[config.mk]
export PLATFORM = sky130hd
export DESIGN_NAME = cga_vram_arbiter
export DESIGN_NICKNAME = d
export VERILOG_FILES = /design/src/rtl/cga_pkg.sv /design/src/rtl/cga_wr_fifo.sv /design/src/rtl/cga_vram_arbiter.sv
export SDC_FILE = /design/constraint.sdc
export NUM_CORES = 1
export LEC_CHECK = 0
export ABC_AREA = 1
export BUFFER_PORTS_ARGS = -buffer_cell sky130_fd_sc_hd__buf_2
export CORE_ASPECT_RATIO = 1.2
export CORE_MARGIN = 5
export CORE_UTILIZATION = 55
export DETAILED_ROUTE_END_ITERATION = 16
export PLACE_DENSITY = 0.72
export SLEW_MARGIN = 5
export SYNTH_ARGS = -nofsm -noshare
export SYNTH_HDL_FRONTEND = slang
export SYNTH_HIERARCHICAL = 1
export SYNTH_SLANG_ARGS = --single-unit
[constraint.sdc]
create_clock -name clk -period 5.8 [get_ports clk]
set_input_delay 0.87 -clock clk [delete_from_list [all_inputs] [get_ports clk]]
set_output_delay 0.87 -clock clk [all_outputs]
set_load 0.01 [all_outputs]
[src/rtl/cga_pkg.sv]
// Shared types and sizes for the CGA video-RAM arbiter slice.
package cga_pkg;

    localparam int CGA_VRAM_AW = 19;
    localparam int FIFO_DEPTH  = 2;

    typedef enum logic [2:0] {
        IDLE,
        PIX_A,
        PIX_D,
        WR,
        WR_REC,
        RD_A,
        RD_D
    } vram_state_t;

endpackage

[src/rtl/cga_wr_fifo.sv]
// Two-entry posted-write FIFO with an address-match port so CPU reads can
// be answered from queued writes.
module cga_wr_fifo
    import cga_pkg::*;
#(
    parameter int AW = CGA_VRAM_AW
) (
    input  logic          clk,
    input  logic          reset,
    input  logic          push,
    input  logic [AW-1:0] push_addr,
    input  logic [7:0]    push_data,
    input  logic          pop,
    input  logic [AW-1:0] match_addr,
    output logic          full,
    output logic          empty,
    output logic [AW-1:0] head_addr,
    output logic [7:0]    head_data,
    output logic          hit,
    output logic [7:0]    hit_data
);

    logic [AW-1:0] addr_mem [FIFO_DEPTH];
    logic [7:0]    data_mem [FIFO_DEPTH];
    logic          rd_ptr;
    logic [1:0]    count;
    logic          wr_ptr;
    logic          newest_ptr;
    logic          do_push;
    logic          do_pop;

    assign full       = (count == 2'd2);
    assign empty      = (count == 2'd0);
    assign wr_ptr     = rd_ptr ^ count[0];
    assign newest_ptr = full ? ~rd_ptr : rd_ptr;
    assign head_addr  = addr_mem[rd_ptr];
    assign head_data  = data_mem[rd_ptr];
    assign do_pop     = pop & ~empty;
    assign do_push    = push & (~full | do_pop);

    // The newest matching entry wins so a read sees the last posted write.
    always_comb begin
        hit      = 1'b0;
        hit_data = 8'h00;
        if (!empty && addr_mem[newest_ptr] == match_addr) begin
            hit      = 1'b1;
            hit_data = data_mem[newest_ptr];
        end else if (full && addr_mem[rd_ptr] == match_addr) begin
            hit      = 1'b1;
            hit_data = data_mem[rd_ptr];
        end
    end

    always_ff @(posedge clk or posedge reset) begin
        if (reset) begin
            rd_ptr <= 1'b0;
            count  <= 2'd0;
            for (int i = 0; i < FIFO_DEPTH; i++) begin
                addr_mem[i] <= '0;
                data_mem[i] <= 8'h00;
            end
        end else begin
            if (do_push) begin
                addr_mem[wr_ptr] <= push_addr;
                data_mem[wr_ptr] <= push_data;
            end
            if (do_pop) begin
                rd_ptr <= ~rd_ptr;
            end
            case ({do_push, do_pop})
                2'b10:   count <= count + 2'd1;
                2'b01:   count <= count - 2'd1;
                default: count <= count;
            endcase
        end
    end

endmodule

[src/rtl/cga_vram_arbiter.sv]
// Owns the video SRAM: fixed-latency pixel fetches, posted CPU writes and
// CPU reads inside sequencer-granted windows.
module cga_vram_arbiter
    import cga_pkg::*;
#(
    parameter int ADDR_WIDTH   = CGA_VRAM_AW,
    parameter int WR_PULSE     = 2,
    parameter int USE_BUS_WAIT = 0
) (
    input  logic                  clk,
    input  logic                  reset,
    input  logic [ADDR_WIDTH-1:0] isa_addr,
    input  logic [7:0]            isa_din,
    input  logic                  isa_read,
    input  logic                  isa_write,
    output logic [7:0]            isa_dout,
    output logic                  isa_rdy,
    input  logic [ADDR_WIDTH-1:0] pixel_addr,
    input  logic                  pixel_read,
    output logic [7:0]            pixel_data,
    input  logic                  isa_op_enable,
    output logic [ADDR_WIDTH-1:0] ram_a,
    input  logic [7:0]            ram_d,
    output logic [7:0]            ram_dout,
    output logic                  ram_oe,
    output logic                  ram_we_l,
    output logic                  wr_overflow
);

    localparam logic [1:0] PULSE_LAST = 2'(WR_PULSE - 1);

    vram_state_t           state, state_n;
    logic [ADDR_WIDTH-1:0] ram_a_n;
    logic [7:0]            ram_dout_n, pixel_data_n, isa_dout_n;
    logic                  ram_oe_n, ram_we_l_n, wr_overflow_n;
    logic [1:0]            pulse_cnt, pulse_cnt_n;
    logic                  pix_hold, pix_hold_n;
    logic [ADDR_WIDTH-1:0] pix_hold_addr, pix_hold_addr_n;
    logic                  rd_pending, rd_pending_n;
    logic [ADDR_WIDTH-1:0] rd_addr, rd_addr_n;
    logic                  rd_wait, rd_wait_n;
    logic                  rd_done, rd_done_n;
    logic                  wr_stall, wr_stall_n;
    logic [ADDR_WIDTH-1:0] stall_addr, stall_addr_n;
    logic [7:0]            stall_data, stall_data_n;
    logic                  isa_read_q, isa_write_q;

    logic                  rd_edge, wr_edge, rd_miss, rd_req, pix_req, slot_free;
    logic                  fifo_push, fifo_pop, fifo_full, fifo_empty, fwd_hit;
    logic [ADDR_WIDTH-1:0] push_addr, head_addr, req_addr, pix_addr_sel;
    logic [7:0]            push_data, head_data, fwd_data;

    assign rd_edge      = isa_read & ~isa_read_q;
    assign wr_edge      = isa_write & ~isa_write_q;
    assign rd_miss      = rd_edge & ~fwd_hit;
    assign rd_req       = rd_pending | rd_miss;
    assign req_addr     = rd_pending ? rd_addr : isa_addr;
    assign pix_req      = pix_hold | pixel_read;
    assign pix_addr_sel = pix_hold ? pix_hold_addr : pixel_addr;
    assign isa_rdy      = (USE_BUS_WAIT != 0) ? ~(rd_wait | wr_stall) : 1'b1;

    cga_wr_fifo #(
        .AW(ADDR_WIDTH)
    ) u_fifo (
        .clk       (clk),
        .reset     (reset),
        .push      (fifo_push),
        .push_addr (push_addr),
        .push_data (push_data),
        .pop       (fifo_pop),
        .match_addr(isa_addr),
        .full      (fifo_full),
        .empty     (fifo_empty),
        .head_addr (head_addr),
        .head_data (head_data),
        .hit       (fwd_hit),
        .hit_data  (fwd_data)
    );

    // Request capture first, then the FSM, so an op started this cycle
    // overrides the pending flags the capture logic just raised.
    always_comb begin
        state_n         = state;
        ram_a_n         = ram_a;
        ram_dout_n      = ram_dout;
        ram_oe_n        = ram_oe;
        ram_we_l_n      = ram_we_l;
        pixel_data_n    = pixel_data;
        isa_dout_n      = isa_dout;
        wr_overflow_n   = wr_overflow;
        pulse_cnt_n     = pulse_cnt;
        pix_hold_n      = pix_hold;
        pix_hold_addr_n = pix_hold_addr;
        rd_pending_n    = rd_pending;
        rd_addr_n       = rd_addr;
        rd_wait_n       = rd_wait;
        rd_done_n       = (state == RD_D);
        wr_stall_n      = wr_stall;
        stall_addr_n    = stall_addr;
        stall_data_n    = stall_data;
        fifo_pop        = (state == WR_REC);
        fifo_push       = 1'b0;
        push_addr       = isa_addr;
        push_data       = isa_din;
        slot_free       = ~fifo_full | fifo_pop;

        if (wr_stall) begin
            if (slot_free) begin
                fifo_push  = 1'b1;
                push_addr  = stall_addr;
                push_data  = stall_data;
                wr_stall_n = 1'b0;
            end
        end else if (wr_edge) begin
            if (slot_free) begin
                fifo_push = 1'b1;
            end else if (USE_BUS_WAIT != 0) begin
                wr_stall_n   = 1'b1;
                stall_addr_n = isa_addr;
                stall_data_n = isa_din;
            end else begin
                wr_overflow_n = 1'b1;
            end
        end

        if (rd_done) begin
            rd_wait_n = 1'b0;
        end
        if (rd_edge && fwd_hit) begin
            isa_dout_n = fwd_data;
        end
        if (rd_miss) begin
            rd_pending_n = 1'b1;
            rd_addr_n    = isa_addr;
            rd_wait_n    = 1'b1;
        end

        if (pixel_read && state != IDLE) begin
            pix_hold_n      = 1'b1;
            pix_hold_addr_n = pixel_addr;
        end

        case (state)
            IDLE: begin
                ram_oe_n   = 1'b0;
                ram_we_l_n = 1'b1;
                if (pix_req) begin
                    state_n = PIX_A;
                    ram_a_n = pix_addr_sel;
                    if (pix_hold && pixel_read) begin
                        pix_hold_addr_n = pixel_addr;
                    end else begin
                        pix_hold_n = 1'b0;
                    end
                end else if (isa_op_enable) begin
                    if (!fifo_empty) begin
                        state_n     = WR;
                        ram_a_n     = head_addr;
                        ram_dout_n  = head_data;
                        ram_oe_n    = 1'b1;
                        ram_we_l_n  = 1'b0;
                        pulse_cnt_n = PULSE_LAST;
                    end else if (rd_req) begin
                        state_n      = RD_A;
                        ram_a_n      = req_addr;
                        rd_pending_n = 1'b0;
                    end
                end
            end
            PIX_A: state_n = PIX_D;
            PIX_D: begin
                pixel_data_n = ram_d;
                state_n      = IDLE;
            end
            WR: begin
                if (pulse_cnt == 2'd0) begin
                    state_n    = WR_REC;
                    ram_we_l_n = 1'b1;
                end else begin
                    pulse_cnt_n = pulse_cnt - 2'd1;
                end
            end
            WR_REC: begin
                ram_oe_n = 1'b0;
                state_n  = IDLE;
            end
            RD_A: state_n = RD_D;
            RD_D: begin
                isa_dout_n = ram_d;
                state_n    = IDLE;
            end
            default: state_n = IDLE;
        endcase
    end

    always_ff @(posedge clk or posedge reset) begin
        if (reset) begin
            state         <= IDLE;
            ram_a         <= '0;
            ram_dout      <= 8'h00;
            ram_oe        <= 1'b0;
            ram_we_l      <= 1'b1;
            pixel_data    <= 8'h00;
            isa_dout      <= 8'h00;
            wr_overflow   <= 1'b0;
            pulse_cnt     <= 2'd0;
            pix_hold      <= 1'b0;
            pix_hold_addr <= '0;
            rd_pending    <= 1'b0;
            rd_addr       <= '0;
            rd_wait       <= 1'b0;
            rd_done       <= 1'b0;
            wr_stall      <= 1'b0;
            stall_addr    <= '0;
            stall_data    <= 8'h00;
            isa_read_q    <= 1'b0;
            isa_write_q   <= 1'b0;
        end else begin
            state         <= state_n;
            ram_a         <= ram_a_n;
            ram_dout      <= ram_dout_n;
            ram_oe        <= ram_oe_n;
            ram_we_l      <= ram_we_l_n;
            pixel_data    <= pixel_data_n;
            isa_dout      <= isa_dout_n;
            wr_overflow   <= wr_overflow_n;
            pulse_cnt     <= pulse_cnt_n;
            pix_hold      <= pix_hold_n;
            pix_hold_addr <= pix_hold_addr_n;
            rd_pending    <= rd_pending_n;
            rd_addr       <= rd_addr_n;
            rd_wait       <= rd_wait_n;
            rd_done       <= rd_done_n;
            wr_stall      <= wr_stall_n;
            stall_addr    <= stall_addr_n;
            stall_data    <= stall_data_n;
            isa_read_q    <= isa_read;
            isa_write_q   <= isa_write;
        end
    end

endmodule

## After elaboration in Yosys (flattened, before gate mapping)

Index checks and enable logic that the tools add are counted.

| operators by class | value |
|---|---|
| add/subtract/negate cells | 3 |
| multiply operators | 0 |
| divide/modulo/power cells | 0 |
| order comparisons | 4 |
| eq/ne operators | 19 |
| shifts and indexed selects | 0 |
| mux-type cells | 75 |
| bitwise gates (word level) | 22 |
| reductions and logical operators | 22 |

Operators by type and width:

| cell | number |
|---|---|
| $mux W19 | 19 |
| $mux W8 | 13 |
| $bwmux W38 | 1 |
| $eq A19 B19 Y1 | 2 |
| $mux W1 | 25 |
| $demux W19 S1 | 1 |
| $bwmux W16 | 1 |
| $mux W3 | 5 |
| $pmux W3 S4 | 1 |
| $ne A2 B2 Y1 const B | 5 |
| $reduce_bool A2 Y1 | 5 |
| $eq A3 B3 Y1 const B | 3 |
| $not A1 Y1 | 9 |
| $reduce_and A3 Y1 | 3 |
| $demux W8 S1 | 1 |
| $mux W2 | 4 |
| $pmux W2 S2 | 2 |
| $eq A3 B2 Y1 const B | 2 |
| $ge A2 B2 Y1 const B | 3 |
| $logic_and A1 B1 Y1 | 6 |
| $ne A3 B3 Y1 const B | 2 |
| $not A1 Y2 | 3 |
| $and A1 B1 Y1 | 5 |
| $reduce_and A5 Y1 | 1 |
| other kinds (16) | 23 |

| word-level totals | value |
|---|---|
| register bits after elaboration | 151 |
| latch bits | 0 |
| memory bits (writable) | 0 |
| bits in read-only memories | 0 |
| input bits | 60 |
| memories | 0 |

## Depth between registers and ports, before layout

Gate-level depths: netlist of run 1.

| logic depth | value |
|---|---|
| word-level depth | 17 |
| mapped depth | 24 |

## Modules after synthesis

Netlist of run 1, hierarchy kept.

By module, submodules not included:

| module | instances | cells an instance | area an instance (µm²) |
|---|---|---|---|
| cga_vram_arbiter | 1 | 640 | 4,832.1 |
| cga_wr_fifo | 1 | 588 | 3,802.4 |

## Worst setup path before layout of run 1

Ideal clock, no wire load.

| path | value |
|---|---|
| path type | register to register |
| start point | register u_fifo.count[0] |
| end point | register ram_a[0] |
| library setup time | 117 ps |
| data arrival time | 2,422 ps |
| data required time | 5,683 ps |
| setup slack | 3,261 ps |
| stages on the path, launching flop included | 24 |
| buffers on the path | 3 |
| clock period less this slack | 2,539 ps |
| path through | dfrtp_1 buf_4 inv_2 nand2_2 nand2_2 nand2_4 buf_6 nand2_1 nand2_1 nand2_1 nand2_1 nor2_1 nand2_1 nor2_4 nand3_4 nand2_1 inv_1 nand3_1 nand2_1 nor2_1 nor2_4 buf_4 nand3_1 nand2_1 |

| between the ends | value |
|---|---|
| word-level cells in the longest chain between the ends | 14 |
| elaborated cells between the ends (all ways) | 21 |

Ends and longest elaborated chain:

| item | line | source |
|---|---|---|
| start, declared | cga_wr_fifo.sv:26 | `logic [1:0] count;` |
| start signal, assigned | cga_wr_fifo.sv:71 | `2'b10: count <= count + 2'd1;` |
| start signal, assigned | cga_wr_fifo.sv:72 | `2'b01: count <= count - 2'd1;` |
| start signal, assigned | cga_wr_fifo.sv:73 | `default: count <= count;` |
| $eq A2 B2 Y1 | cga_wr_fifo.sv:32 | `assign full = (count == 2'd2);` |
| $mux W1 | cga_wr_fifo.sv:35 | `assign newest_ptr = full ? ~rd_ptr : rd_ptr;` |
| $not A1 Y2 (implied by the code) | cga_wr_fifo.sv:45 | `if (!empty && addr_mem[newest_ptr] == match_addr) begin` |
| $mux W19 (implied by the code) (3 in series) | cga_wr_fifo.sv:45 |  |
| $eq A19 B19 Y1 | cga_wr_fifo.sv:45 |  |
| $logic_and A1 B1 Y1 | cga_wr_fifo.sv:45 |  |
| $mux W1 (*) | cga_wr_fifo.sv:45 |  |
| named net fwd_hit | cga_vram_arbiter.sv:49 | `logic fifo_push, fifo_pop, fifo_full, fifo_empty, fwd_hit;` |
| $not A1 Y1 (*) | cga_vram_arbiter.sv:55 | `assign rd_miss = rd_edge & ~fwd_hit;` |
| $and A1 B1 Y1 (*) | cga_vram_arbiter.sv:55 |  |
| $or A1 B1 Y1 (*) | cga_vram_arbiter.sv:56 | `assign rd_req = rd_pending \| rd_miss;` |
| $ne A3 B3 Y1 (no line) (*) | -- |  |
| $reduce_and A3 Y1 (no line) (*) | -- |  |
| end signal, assigned | cga_vram_arbiter.sv:220 | `ram_a <= ram_a_n;` |
| end, declared | cga_vram_arbiter.sv:22 | `output logic [ADDR_WIDTH-1:0] ram_a,` |

The timed path passes the listed nets; every way through them passes the cells marked *. The select of a mux whose other input is x is not followed.
A chain may end at the register's enable or synchronous reset.

## Worst setup path after layout of run 1

| path | value |
|---|---|
| start point | register u_fifo.rd_ptr |
| end point | register ram_a[17] |

| between the ends | value |
|---|---|
| word-level cells in the longest chain between the ends | 14 |
| elaborated cells between the ends (all ways) | 24 |

Ends and longest elaborated chain:

| item | line | source |
|---|---|---|
| start, declared | cga_wr_fifo.sv:25 | `logic rd_ptr;` |
| start signal, assigned | cga_wr_fifo.sv:68 | `rd_ptr <= ~rd_ptr;` |
| $not A1 Y1 | cga_wr_fifo.sv:35 |  |
| $mux W1 | cga_wr_fifo.sv:35 |  |
| $not A1 Y2 (implied by the code) | cga_wr_fifo.sv:45 |  |
| $mux W19 (implied by the code) (3 in series) | cga_wr_fifo.sv:45 |  |
| $eq A19 B19 Y1 | cga_wr_fifo.sv:45 |  |
| $logic_and A1 B1 Y1 | cga_wr_fifo.sv:45 |  |
| $mux W1 (*) | cga_wr_fifo.sv:45 |  |
| named net fwd_hit | cga_vram_arbiter.sv:49 |  |
| $not A1 Y1 (*) | cga_vram_arbiter.sv:55 |  |
| $and A1 B1 Y1 (*) | cga_vram_arbiter.sv:55 |  |
| $or A1 B1 Y1 (*) | cga_vram_arbiter.sv:56 |  |
| $ne A3 B3 Y1 (no line) (*) | -- |  |
| $reduce_and A3 Y1 (no line) (*) | -- |  |

Marked as above.

==> reports/summary.txt, run 1 <==
status: finished, final reports clean
crit path launch type: flip-flop
clock buffer depth: 2
Tot Pwr: 0.005095 W
Tcrit/Tclk final: 73.02%
crit end category: flip-flop
initial core utilization: 55.65%
dpl ws: 1.651 ns
sequential fraction of the synthesis area: 43.78%
HPWL Detailed: 16.11 mm
crit path DAT: 4.60 ns
CTS tree: built
max-cap viol count: 0
largest net degree at the start of global routing: 63
CTS root buffer: clkbuf_16
worst slew pin tran: 1.079 ns
commonest non-fill, non-tap cells in the layout: nand2_1, o21ai_0, inv_1, dfrtp_1, buf_2
LEAKAGE: 5.316 nW
CTS clock-pin slew for the worst setup and hold paths: 0.06 ns
Worst EP required: 6.16 ns
antenna viol nets, final: 0
CTS Buf Count: 17
initial DRC count: 757
DR pass1 iterations: 6
setup total negative slack: 0 ns
Core Util, Final: 62.78%
RSZ-0062 raised after global routing: no
CTS HTree Levels: 4
Final #Nets: 1364
maximum vdd drop: 0.0002513 V
Yosys reg bits: 151
clk sinks: 151
share of layout cells above drive strength 1: 13.62%
clock insertion delay at the later pin of the skew report: 0.43 ns
final non-filler cell total: 1522
Worst Path Max Fanout: 40
final hold vios: 0
Ports: 107
RD Place Congestion: 0.9454
pwr dens: 523.0 nW/um^2
Post-Place Cells: 1491
DRC Markers: 0
critical path type: reg2reg
die area: 18320 sq um
Synth Cell Area: 8635 sq um
vias in the first global route: 7319
Mapped Cells: 1228
Max transition margin: 28.05%
Fmax: 236.1 MHz
total wire length: 21.88 mm
# diodes: 0
global-route wire length before repair: 36.51 mm
Mean Syn Cell Area: 7.031 sq um
Synth cell types: 37
Tot GR Track Use: 24.35%
I/O Buffers: 105
commonest non-fill, non-tap cell in the layout: nand2_1
Final Slew Violations: 0
Ys Warns: 6
PnR worst setup slack: 1.565 ns
PostCTS Resize Cnt: 0
minimum clock period: 4.235 ns
setup repair bufs after CTS: 0
initial antenna violation count: 0
Vias: 7870
gr ovfl total: 0
# rows: 50
Die Width: 124.4 microns
Min-Delay Path Class: reg2reg
via/cell ratio: 5.171
Area growth syn-to-layout: 12.81%
Die Ht: 147.3 microns
Post-Syn Nets: 1290
hold buffers post-CTS: 0
final setup vio count: 0
Core Box Area: 15510 sq um
post-DR wirelength/cell: 14.38 microns
clock skew: 0.008491 ns
## cell families after synthesis
logic type	count (synthesis)	synth area share [%]
adders and majority gates	2	0.2898
xor gates and xnor gates	11	1.116
AOI/OAI and AO/OA	204	12.14
and+or+nand+nor	633	30.78
DFF	151	43.78
muxes	6	0.7824
other	1	0.04343
buffers and inverters	220	11.07
## worst max-delay path, stage by stage (launching register included)
cell and delay (ns):
dfrtp_1 0.83, nand3_2 0.43, nand2_4 0.41, nand2_1 0.13
nand3_1 0.09, nand2_1 0.06, nor2_1 0.13, nand2_1 0.11
nor2_4 0.22, nand3_4 0.16, nand2_1 0.12, inv_1 0.05
nand3_1 0.07, buf_4 0.32, nand2_1 0.11, inv_1 0.09
nand2_1 0.05, nand3_1 0.53, nand2_1 0.13, nand2_1 0.11
## final timing paths
check / startpoint / cells past startpoint / end / slack (ns)
setup / recovery: u_fifo/rd_ptr / 19 / ram_a[17] / 1.57
hold / removal: wr_overflow / 1 / wr_overflow / 0.47
setup reg to reg: u_fifo/rd_ptr / 19 / ram_a[17] / 1.57
hold reg to reg: wr_overflow / 1 / wr_overflow / 0.47
max in group asynchronous: reset / 3 / ram_a[12] / 4.13
min in group asynchronous: reset / 2 / ram_dout[0] / 0.49
## layer usage
layer	up-vias	track usage [%]	part of all wire [%]
met5	-	0	0
met4	0	9.156	2.6
met3	43	5.491	5.2
met2	240	37.61	46
met1	3601	33.70	46
li1	3986	-	-
## Yosys cell counts
cell type | number | area, sq um
a21oi_1 | 7 | 35.03
a31o_2 | 1 | 8.760
and2_1 | 1 | 6.260
buf_2 | 17 | 85.08
buf_4 | 11 | 82.58
buf_6 | 9 | 101.4
clkbuf_1 | 19 | 71.32
clkinv_1 | 1 | 3.750
conb_1 | 1 | 3.750
dfrtp_1 | 150 | 3754
dfstp_2 | 1 | 26.28
ha_1 | 2 | 25.02
inv_1 | 157 | 589.3
inv_2 | 6 | 22.52
mux2_2 | 6 | 67.56
nand2_1 | 446 | 1674
nand2_2 | 4 | 25.02
nand2_4 | 2 | 22.52
nand3_1 | 82 | 410.4
nand3_2 | 5 | 50.05
nand3_4 | 1 | 17.52
nand4_1 | 9 | 56.30
nor2_1 | 70 | 262.8
nor2_2 | 2 | 12.51
nor2_4 | 7 | 78.83
nor2_8 | 1 | 20.02
nor3_1 | 1 | 5.000
nor3_2 | 1 | 10.01
o211ai_1 | 4 | 30.03
o21ai_0 | 175 | 875.8
o21ai_1 | 12 | 60.06
o21ai_2 | 1 | 8.760
o221ai_1 | 2 | 17.52
o22ai_1 | 2 | 12.51
or2_2 | 1 | 6.260
xnor2_1 | 3 | 26.28
xor2_1 | 8 | 70.07
## power breakdown
group	switching (W)	leakage [nW]	internal, W
Combinational	0.00141	3.14	0.000732
Clock	0.000422	0.297	0.000740
Sequential	0.000337	1.88	0.00146
Total	0.00217	5.32	0.00293
## stage by stage
stage / hold slack (ns) / cell area (sq um)
floorplan: 0.4529 / 8635
global placement: 0.4542 / 9126
finish: 0.4671 / 9741
CTS: 0.4697 / 9741
global route: 0.4890 / 9741
detailed placement: 0.4540 / 9126
## registers in the layout (all words and copies together) (netlist names), 2 cells and up
signal and count:
pixel_data 8, isa_dout 8, ram_dout 8, rd_addr 19, u_fifo/count 2, pulse_cnt 2, state 3, ram_a 19
u_fifo/data_mem 16, u_fifo/addr_mem 38, pix_hold_addr 19
## area by class of cell
| class | instances | area, sq um |
|---|---|---|
| flip-flops and latches | 151 | 3780 |
| inverters | 164 | 616.8 |
| clock buffers | 23 | 467.9 |
| fillers | 1494 | 5774 |
| repair buffers | 111 | 570.5 |
| multi-input cells | 857 | 3899 |
| well taps | 208 | 260.3 |
| clock inverters | 8 | 146.4 |
No activity file was read; power rests on OpenSTA's default activity.
==> run 2: changes to the inputs <==
==> constraint.sdc (replaced) <==
create_clock -name clk -period 3.9 [get_ports clk]
set_input_delay 0.585 -clock clk [delete_from_list [all_inputs] [get_ports clk]]
set_output_delay 0.585 -clock clk [all_outputs]
set_load 0.01 [all_outputs]
==> run 2 against run 1 <==
  * Via count decreased by 0.60%
  * Total power increased by 50%
  * Worst setup slack got worse by 0.92 ns
  * Register-to-register slack got worse by 0.92 ns
  * Fmax increased by 30%
  * Global-route usage increased by 0.35 points
  * Clock skew decreased by 0.0021 ns
  * Core utilization increased by 0.40 points
  * Combinational power increased by 51%
  * Routed wire length increased by 0.76%
  * First-iteration DRC count decreased by 9.4%
  * Non-clock buffer count increased by 4
==> reports/summary.txt, run 2 (synthesis results as in run 1) <==
CTS Buf Count: 17 (unchanged)
Min-Delay Path Class: in2reg
status: finished, final reports clean
Tcrit/Tclk final: 83.39% (+10 points)
hold buffers post-CTS: 0 (unchanged)
I/O Buffers: 105 (unchanged)
area of the multi-input gates: 3904 sq um (+0.13%)
antenna viol nets, final: 0 (unchanged)
Core Util, Final: 63.19% (+0.40 points)
HPWL Detailed: 16.36 mm (+1.5%)
share of layout cells above drive strength 1: 14.12% (+0.50 points)
Area growth syn-to-layout: 13.53%
max FFs per register: 38 (unchanged)
commonest non-fill, non-tap cell in the layout: nand2_1
Vias: 7823 (-0.60%)
Die Ht: 147.3 microns (unchanged)
Tot GR Track Use: 24.71% (+0.35 points)
Core Box Area: 15510 sq um (unchanged)
Worst Path Max Fanout: 39 (-2.5%)
# rows: 50 (unchanged)
fill count: 1504 (+0.67%)
DR pass1 iterations: 6 (unchanged)
LEAKAGE: 5.351 nW (+0.67%)
total wire length: 22.05 mm (+0.76%)
register name with the most flops: u_fifo/addr_mem
Reg area: 3780 sq um (unchanged)
Max transition margin: 29.37% (+1.3 points)
via/cell ratio: 5.126 (-0.86%)
crit path launch type: flip-flop
initial core utilization: 55.65% (unchanged)
maximum vdd drop: 0.0003901 V (+55%)
global-route wire length before repair: 37.28 mm (+2.1%)
Die Width: 124.4 microns (unchanged)
CTS HTree Levels: 4 (unchanged)
largest net degree at the start of global routing: 55 (-13%)
gr ovfl total: 0 (unchanged)
post-DR wirelength/cell: 14.45 microns (+0.49%)
minimum clock period: 3.252 ns (-0.9829 ns)
final hold vios: 0 (unchanged)
commonest non-fill, non-tap cells in the layout: nand2_1, o21ai_0, inv_1, dfrtp_1, buf_2
RD Place Congestion: 0.9514 (+0.63%)
CTS root buffer: clkbuf_16
clock buffer depth: 2 (unchanged)
Worst EP required: 4.20 ns (-1.96 ns)
Final Slew Violations: 0 (unchanged)
DRC Markers: 0 (unchanged)
crit end category: flip-flop
clock insertion delay at the later pin of the skew report: 0.42 ns (about the same)
setup total negative slack: 0 ns (unchanged)
CP Cell Sequence: inv_2 -> nand3_2 -> nand2_4 -> nand2_1 -> nand3_1 -> nand2_1 -> nor2_1 -> nand2_1 -> nor2_4 -> nand3_4 -> nand2_1 -> inv_1 -> nand3_1 -> buf_4 -> nand3_1 -> o21ai_0 -> o21ai_1
CP max-delay cell: dfrtp_1
max-cap viol count: 0 (unchanged)
setup repair bufs after CTS: 0 (unchanged)
vias in the first global route: 7496 (+2.4%)
CTS clock-pin slew for the worst setup and hold paths: 0.06 ns (about the same)
R2R Setup Slk: 0.65 ns (-0.92 ns)
clock skew: 0.006376 ns (-0.002115 ns)
final setup vio count: 0 (unchanged)
worst slew pin tran: 1.059 ns (-0.01987 ns)
critical path type: reg2reg
CP dominant cell by count: nand2_1
CTS tree: built
pwr dens: 780.1 nW/um^2 (+49%)
PostCTS Resize Cnt: 0 (unchanged)
Final #Nets: 1368 (+0.29%)
initial antenna violation count: 1 (+1)
clk sinks: 151 (unchanged)
Fmax: 307.5 MHz (+30%)
crit path DAT: 3.55 ns (-1.05 ns)
initial DRC count: 686 (-9.4%)
Ports: 107 (unchanged)
die area: 18320 sq um (unchanged)
RSZ-0062 raised after global routing: no
Largest stage delay, worst path: 0.45 ns (-0.38 ns)
-- run 2: power breakdown --
group | total, W | switching [W] | internal, W | leakage (nW)
logic | 0.00324 | 0.00214 | 0.00110 | 3.16
clock network | 0.00178 | 0.000629 | 0.00115 | 0.311
registers | 0.00263 | 0.000459 | 0.00217 | 1.88
-- run 2: critical path, delay by kind of cell, from the launching register on --
| kind | cells | cell delay, ns |
|---|---|---|
| flops | 1 | 0.45 |
| compound gates | 2 | 0.31 |
| buf+inv | 3 | 0.49 |
| simple gates | 12 | 1.88 |
-- run 2: metrics by stage --
| stage | hold slack (ns) | instance area [sq um] | total power (W) | instances | worst slack (ns) |
|---|---|---|---|---|---|
| 4_1_cts | 0.2633 | 9796 | 0.007667 | 1525 | 0.5099 |
| 3_5_place_dp | 0.4511 | 9156 | 0.005849 | 1495 | 0.5671 |
| 6_report | 0.2867 | 9803 | 0.007648 | 1526 | 0.6479 |
| 3_3_place_gp | 0.4480 | 9156 | 0.005773 | 1495 | 0.6871 |
| 2_1_floorplan | 0.4529 | 8635 | 0.005025 | 1228 | 0.8680 |
| 5_1_grt | 0.2729 | 9803 | 0.008301 | 1526 | 0.2644 |
-- run 2: worst paths after layout --
kind	from	end	depth (start not counted)
max	u_fifo/count[0]	state[1]	17
min	isa_write	isa_write_q	1
max reg2reg	u_fifo/count[0]	state[1]	17
min reg2reg	wr_overflow	wr_overflow	1
max in group asynchronous	reset	ram_we_l	3
min in group asynchronous	reset	u_fifo/data_mem[10]	2
-- run 2: final cells by class --
class,instances,share of cell area (%)
multi-input cells,857,39.82
flip-flops and latches,151,38.56
inverters,164,6.292
repair buffers,115,6.126
clock buffers,23,5.080
well taps,208,2.655
clock inverters,7,1.442
diodes,1,0.02553
-- run 2: per-layer routing --
metal	global-route usage (%)	routed length [microns]
met1	34.07	10070
met5	0	0
met3	4.764	1232
met2	39.48	10230
met4	8.114	510
